==> src/rtl/voxel_projector.sv <==
// voxel_projector: holds a 1-bit voxel cube loaded by a host port and projects
// it orthographically along x, y or z into an 8-bit framebuffer. The depth of
// the nearest occupied voxel sets each pixel's shade. Writes only happen
// while display_on is low.
//
// state   | meaning
// S_IDLE  | waiting for start; host voxel loads accepted
// S_SCAN  | walking depth d for the current pixel (u,v), one voxel per cycle
// S_WRITE | pixel result ready; waits for display_on low, then writes once
// S_DONE  | one-cycle done pulse, back to S_IDLE
module voxel_projector #(
  parameter int DIM_BITS       = 3,
  parameter int ADDR_W         = 12,
  parameter int FB_STRIDE_BITS = 5,
  parameter int BASE_ADDR      = 0
) (
  input  logic                  clk,
  input  logic                  reset,
  input  logic                  display_on,
  input  logic                  start,
  input  logic [1:0]            axis,
  input  logic                  vox_we,
  input  logic [3*DIM_BITS-1:0] vox_addr,
  input  logic                  vox_d,
  output logic                  busy,
  output logic                  done,
  output logic                  we,
  output logic [ADDR_W-1:0]     addr,
  output logic [7:0]            ram_d
);
  localparam int NVOX = 1 << (3*DIM_BITS);
  localparam logic [DIM_BITS-1:0] LAST = {DIM_BITS{1'b1}};

  typedef enum logic [1:0] {S_IDLE, S_SCAN, S_WRITE, S_DONE} state_t;
  state_t r_state, w_next;

  logic [NVOX-1:0]       r_vox;
  logic [1:0]            r_axis;
  logic [DIM_BITS-1:0]   r_u, r_v, r_d, r_hd;
  logic                  r_hit;
  logic [ADDR_W-1:0]     r_addr;
  logic [7:0]            r_ram_d;
  logic [3*DIM_BITS-1:0] w_idx;
  logic                  w_occ, w_we, w_last_px;
  logic [ADDR_W-1:0]     w_addr;
  logic [7:0]            w_shade, w_data;

  // Map (u,v,d) back to the {x,y,z} storage index for the latched axis
  always_comb begin
    w_idx = {r_u, r_v, r_d};
    case (r_axis)
      2'd1:    w_idx = {r_u, r_d, r_v};
      2'd2:    w_idx = {r_d, r_u, r_v};
      default: w_idx = {r_u, r_v, r_d};
    endcase
  end

  assign w_occ     = r_vox[w_idx];
  assign w_last_px = (r_u == LAST) && (r_v == LAST);
  assign w_we      = (r_state == S_WRITE) && !display_on;
  assign w_addr    = ADDR_W'(BASE_ADDR) + (ADDR_W'(r_v) << FB_STRIDE_BITS) + ADDR_W'(r_u);
  assign w_shade   = 8'hFF - (8'(r_hd) << (8 - DIM_BITS));
  assign w_data    = r_hit ? w_shade : 8'h00;

  assign busy  = (r_state == S_SCAN) || (r_state == S_WRITE);
  assign done  = (r_state == S_DONE);
  assign we    = w_we;
  // Outside a write pulse the bus keeps showing the last written pixel
  assign addr  = w_we ? w_addr : r_addr;
  assign ram_d = w_we ? w_data : r_ram_d;

  // State register
  always_ff @(posedge clk or negedge reset) begin
    if (!reset) r_state <= S_IDLE;
    else        r_state <= w_next;
  end

  // Next-state decode
  always_comb begin
    w_next = r_state;
    case (r_state)
      S_IDLE:  if (start) w_next = S_SCAN;
      S_SCAN:  if (w_occ || (r_d == LAST)) w_next = S_WRITE;
      S_WRITE: if (!display_on) w_next = w_last_px ? S_DONE : S_SCAN;
      S_DONE:  w_next = S_IDLE;
      default: w_next = S_IDLE;
    endcase
  end

  // Pixel walk, depth search and hit capture
  always_ff @(posedge clk or negedge reset) begin
    if (!reset) begin
      r_axis <= 2'd0;
      r_u    <= '0;
      r_v    <= '0;
      r_d    <= '0;
      r_hd   <= '0;
      r_hit  <= 1'b0;
    end else begin
      case (r_state)
        S_IDLE: if (start) begin
          r_axis <= (axis == 2'd3) ? 2'd0 : axis;
          r_u    <= '0;
          r_v    <= '0;
          r_d    <= '0;
        end
        S_SCAN: begin
          if (w_occ) begin
            r_hit <= 1'b1;
            r_hd  <= r_d;
          end else if (r_d == LAST) begin
            r_hit <= 1'b0;
          end else begin
            r_d <= r_d + DIM_BITS'(1);
          end
        end
        S_WRITE: if (!display_on && !w_last_px) begin
          r_d <= '0;
          r_u <= r_u + DIM_BITS'(1);
          if (r_u == LAST) r_v <= r_v + DIM_BITS'(1);
        end
        default: ;
      endcase
    end
  end

  // Remember the last written pixel so the bus holds between pulses
  always_ff @(posedge clk or negedge reset) begin
    if (!reset) begin
      r_addr  <= '0;
      r_ram_d <= 8'h00;
    end else if (w_we) begin
      r_addr  <= w_addr;
      r_ram_d <= w_data;
    end
  end

  // Voxel storage; host writes only land while idle
  always_ff @(posedge clk or negedge reset) begin
    if (!reset)                              r_vox <= '0;
    else if ((r_state == S_IDLE) && vox_we)  r_vox[vox_addr] <= vox_d;
  end
endmodule
==> config.mk <==
export PLATFORM = sky130hd
export DESIGN_NAME = voxel_projector
export DESIGN_NICKNAME = d
export VERILOG_FILES = /design/src/rtl/voxel_projector.sv
export SDC_FILE = /design/constraint.sdc
export NUM_CORES = 1
export LEC_CHECK = 0
export CAP_MARGIN = 20
export CORE_ASPECT_RATIO = 1.4
export CORE_MARGIN = 5
export CORE_UTILIZATION = 54
export CTS_CLUSTER_DIAMETER = 100
export DETAILED_ROUTE_END_ITERATION = 10
export PLACE_DENSITY = 0.7
export SYNTH_ARGS = -nofsm -noshare
export SYNTH_HDL_FRONTEND = slang
export SYNTH_SLANG_ARGS = --single-unit
==> constraint.sdc <==
create_clock -name clk -period 7.6 [get_ports clk]
set_clock_uncertainty 0.2 [all_clocks]
set_input_delay 1.52 -clock clk [delete_from_list [all_inputs] [get_ports clk]]
set_output_delay 1.52 -clock clk [all_outputs]
set_load 0.01 [all_outputs]
---- After elaboration in Yosys (flattened, before gate mapping) ----
Index checks and enable logic that the tools add are counted.
cells by class
  bitwise operators ....................... 0
  add/subtract/negate cells ............... 5
  mux-type cells .......................... 27
  reduce and logical (&&, ||, !) cells .... 20
  multipliers ............................. 0
  magnitude comparators ................... 3
  equal/unequal tests ..................... 16
  shift operators ......................... 0
  divide/modulo/power cells ............... 0
operators by type and width
  kind                                                    count
  bitwise mux 512 bit                                     1
  two-way mux 3 bit                                       7
  < comparator 9 x 10 -> 1 bit (second input constant)    2
  case mux 9 bit (2 select lines)                         1
  two-way mux 8 bit                                       2
  two-way mux 12 bit                                      1
  case mux 3 bit (2 select lines)                         2
  two-way mux 2 bit                                       5
  adder 3 x 1 -> 3 bit (second input constant)            3
  adder 8 x 3 -> 9 bit                                    1
  binary-select mux 1 bit (select 9 bit)                  1
  demux 1 bit (select 9 bit)                              1
  == test 3 bit (second input constant)                   3
  >= comparator 9 x 1 -> 1 bit (second input constant)    1
  case mux 3 bit (3 select lines)                         1
  == test 2 bit (second input constant)                   4
  inequality test 2 bit (second input constant)           4
  case mux 2 bit (4 select lines)                         1
  subtractor 8 bit (first input constant)                 1
  inequality test 2 x 1 -> 1 bit (second input constant)  3
  AND reduction 2 bit                                     3
  AND reduction 3 bit                                     2
  logical AND 1 bit                                       5
  AND reduction 5 bit                                     1
  other kinds (8)                                         15
storage, ports and cells
  word-level logic and storage cells ...... 81
  RAM bits ................................ 0
  memories ................................ 0
  bits in latches ......................... 0
  ROM bits ................................ 0
  input bits .............................. 17
  register bits ........................... 549

---- Logic depth before layout (Yosys ltp) ----
  depth in word-level cells ............... 7
  depth in mapped cells ................... 17
  depth with buffers taken out ............ 12

---- Worst setup path before layout ----
OpenSTA, ideal clock, no wires.
  path type ............................... input to output
  from .................................... input port display_on
  to ...................................... output port addr[7]
  slack ................................... 3.559 ns
  cell stages on the path ................. 4
  arrival ................................. 2.321 ns
  path buffers ............................ 2
  cell sequence ........................... nand2b_1 > clkbuf_1 > clkbuf_1 > o21ai_0
between the ends
  word-level cells in the longest chain between the ends .. 3
RTL lines
  element             RTL line  source
  start: declaration  19        input logic display_on,
  logical NOT 1 bit   60        assign w_we = (r_state == S_WRITE) && !display_on;
  logical AND 1 bit   60
  two-way mux 12 bit  -
  end: declaration    28        output logic [ADDR_W-1:0] addr,
No other way between the ends.

---- Worst setup path in the final report ----
  from .................................... input port display_on
  to ...................................... output port ram_d[4]
between the ends
  word-level cells in the longest chain between the ends .. 3
RTL lines
  element            RTL line  source
  logical NOT 1 bit  60
  logical AND 1 bit  60
  two-way mux 8 bit  -
  end: declaration   29        output logic [7:0] ram_d
No other way between the ends.

==> out/results.env <==
RUN_STATUS='completed'
TIGHTEST_SLEW_PS=1300
DIE_HEIGHT_UM=278
CRITICAL_PATH.ENDPOINT_TYPE='output port'
SMALLEST_HOLD_SLACK_PS=276
SLEW_VIOL_FINAL=0
DETAILEDROUTE.FIRSTITERATIONVIOLATIONS=4025
FINALWORSTSETUPSLACK_PS=2080
MIN-DELAY-PATH-CLASS='reg2reg'
NUMBER_OF_ENABLE_FLIP_FLOP_CELLS_AFTER_SYNTHESIS=0
CLOCK_PATH_BUFFERS=3
WIRE_PER_INST_UM=26.0
ANTENNA_LEFT=0
NETLIST.AREA_LEADER.SHARE=0.495
FLOORPLAN.IO_PINS=40
POSTLAYOUTCELLAREA_SQ_UM=30200
AREA.GROWTH.SYNTH_TO_FINAL_PCT=8.93
CP.REQUIRED_PS=5880
SYNTH-MAIN-FF-CELL='sky130_fd_sc_hd__dfrtp_1'
DIE-AREA_SQ_UM=56100
CLOCK_SINKS=549
TIMING.MAX_CAP.VIOLATIONS=0
GRT-OVFL-TOTAL=0
DRT_PRE_ANTENNA_ITERS=6
CTS.HTREE.LEVELS=2
VIAS_IN_THE_FIRST_GLOBAL_ROUTE=25128
POSTSYNTHCELLCOUNT=3221
CLOCK_INSERTION_DELAY_WORST_SKEW_PS=620
TRITONCTS='yes'
POST_ROUTE_CELLS_DRIVE_ABOVE_1_SHARE=0.0843
PLACEMENT.IO_BUFFERS=39
CLK_ROOT_BUFFER_CELL='sky130_fd_sc_hd__clkbuf_16'
CLKTRANSATPATHREGS_PS=60
GRT_SETUP_UNREPAIRED='false'
SYNTH.CELL_AREA_SQ_UM=27800
CRIT_PATH_MAX_FANOUT=26
GLOBALPLACE.CONGESTION=0.904
ANTENNA_VIOLATIONS_BEFORE_REPAIR=4
POST-CTS-SETUP-BUFFERS=0
SYN-NUM-NETS=3250
SETUP_TOTAL_NEGATIVE_SLACK_PS=0
CTS-HOLD-FIX-BUFFERS=0
VIA_COUNT=26101
SYNTH_CELL_TYPE_COUNT=61
GRT_START_MAX_NET_PINS=190
CRIT_TYPE='in2out'
MIN_PERIOD_PS=5520
FIRST_PASS_GRT_WIRE_LENGTH_UM=150000
GRT_UTIL_ALL_LAYERS=0.342
MAX-VDD-IR-DROP_mV=0.182
TIMING.FINAL.HOLD_VIOLATIONS=0
SYNTH-ASYNC-RESET-RATIO=1.00
MAX-SLEW-MARGIN-REL=0.129
POST-ROUTE-DRC-COUNT=0
INSERTED_CLOCK_BUFFERS=54
MIN_PERIOD_OVER_PERIOD=0.726
DPL.HPWL_UM=55400
YS_WARN_COUNT=0
SYNTH.AVG_CELL_AREA_SQ_UM=8.62
NUM_ROWS=98
STANDARD_CELL_CORE_AREA_SQ_UM=51000
POST_DP_CELL_AREA_SQ_UM=28300
FINALSETUPVIOLCOUNT=0
POWER.STATIC_LEAKAGE_uW=0.0149
SYNTH_SEQ_AREA_SHARE=0.495
INITIAL_CORE_UTIL=0.544
DESIGN.FINAL.NETS=3127
CRITPATHARRIVALTIME_PS=3800
SYNTHMOSTINSTANTIATEDCELL='sky130_fd_sc_hd__nand2_1'
CTS-RESIZED-GATES=0
SYNTHDOMINANTAREACELLTYPE='sky130_fd_sc_hd__dfrtp_1'
SYNTH_COMMONEST_CELLS='857 x sky130_fd_sc_hd__nand2_1, 598 x sky130_fd_sc_hd__nand3_1, 549 x sky130_fd_sc_hd__dfrtp_1'
DIE_SPAN_X_UM=202
YS_FF_LATCH=549
CELLPOWERDENSITY_nW_PER_UM2=240
PRE_CTS_WS_PS=2010
RATIO_OF_ROUTED_VIAS_TO_STANDARD_CELLS=6.87
MAXCLOCKFREQUENCY_GHz=0.181
WIRELENGTH_UM=98800
STARTPOINT_TYPE='input port'
SYNTH.AREA.TOP_CELLS='sky130_fd_sc_hd__dfrtp_1 49%, sky130_fd_sc_hd__nand2_1 12%, sky130_fd_sc_hd__nand3_1 11%'
## stage by stage
stage / total power (uW) / util / std cells
final: 7260 / 0.593 / 3797
after global routing: 7480 / 0.592 / 3792
after CTS: 7230 / 0.589 / 3773
after detailed placement: 4530 / 0.555 / 3673
after global placement: 4510 / 0.554 / 3672
after floorplan: 4090 / - / 3221
## logic make-up after synthesis
logic type                 after synthesis  share of synthesized area
adders and majority gates               12                    0.00541
DFF                                    549                      0.495
and+or+nand+nor                       1603                      0.254
AOI/OAI and AO/OA                      641                      0.127
buffers and inverters                  305                     0.0500
muxes                                  111                     0.0687
## path summary, 6_finish.rpt
check                            end  slack (ps)  startpoint  cells after the start
max in group asynchronous  r_vox[72]        4930       reset                      2
min in group asynchronous  r_addr[3]         710       reset                      1
min                        r_addr[5]         280   r_addr[5]                      2
min reg2reg                r_addr[5]         280   r_addr[5]                      2
max                         ram_d[4]        2080  display_on                      6
max reg2reg                  r_hd[0]        2130   r_axis[0]                     14
## placed cells by master (no fill, tap or decap), types with 6 or more instances in the layout
master                            Yosys  final
sky130_fd_sc_hd__a22oi_1              9      9
sky130_fd_sc_hd__a32oi_1             17     17
sky130_fd_sc_hd__buf_4               14     66
sky130_fd_sc_hd__a32o_1               8      8
sky130_fd_sc_hd__clkbuf_16            0     55
sky130_fd_sc_hd__clkbuf_1           248     10
sky130_fd_sc_hd__a31oi_1             35     35
sky130_fd_sc_hd__inv_1               12     12
sky130_fd_sc_hd__clkinv_2             0     17
sky130_fd_sc_hd__nor2_4               0     12
sky130_fd_sc_hd__mux2i_1             41     41
sky130_fd_sc_hd__nand3b_1             6      6
sky130_fd_sc_hd__clkbuf_8             0     10
sky130_fd_sc_hd__mux4_1               9      9
sky130_fd_sc_hd__o21ai_0            527    527
sky130_fd_sc_hd__nor3_1              11      7
sky130_fd_sc_hd__nand4_1             24     24
sky130_fd_sc_hd__ha_1                12     12
sky130_fd_sc_hd__nand2b_1            12     12
sky130_fd_sc_hd__buf_12               4      6
sky130_fd_sc_hd__mux4_2              51     51
sky130_fd_sc_hd__clkdlybuf4s50_1      0     37
sky130_fd_sc_hd__nand3_1            598    594
sky130_fd_sc_hd__mux2_2               7      7
sky130_fd_sc_hd__nand2_1            857    857
sky130_fd_sc_hd__dfrtp_1            549    549
sky130_fd_sc_hd__nor2_1              55     43
sky130_fd_sc_hd__and2_1               8      8
## flip-flops by register name (all words and copies together) (netlist names)
name,count
r_d,3
r_ram_d,8
r_u,3
r_hd,3
r_v,3
r_hit,1
r_addr,12
r_axis,2
r_vox,512
r_state,2
## worst max-delay path, stage by stage
cell and delay, ps:
sky130_fd_sc_hd__clkdlybuf4s50_1 480, sky130_fd_sc_hd__nand2b_1 640, sky130_fd_sc_hd__inv_1 290, sky130_fd_sc_hd__nand2_1 260
sky130_fd_sc_hd__nand2_1 100, sky130_fd_sc_hd__clkdlybuf4s50_1 500
## area by class of cell
type	count	area, sq um
inverter	12	45.0
fill	4358	20800
sequential	549	13700
antenna	5	12.5
tap	650	813
clock buffer	75	1550
clock inverter	25	214
timing repair buffer	114	1050
multi-input combinational	2367	12800
## power breakdown
part	switching (uW)	leakage, uW	internal (uW)	total (uW)
combinational	995	0.00640	422	1420
sequential	79.0	0.00763	3040	3120
clock	1200	0.000876	1530	2730
## metal layers
layer  track usage  up-vias  part of all wire
met5             0        -          0.000071
met4         0.192        2             0.064
met3        0.0881      419              0.12
met2         0.527     1959              0.46
met1         0.444    12772              0.36
li1              -    10949                 -
No activity file was read; power rests on OpenSTA's default activity.
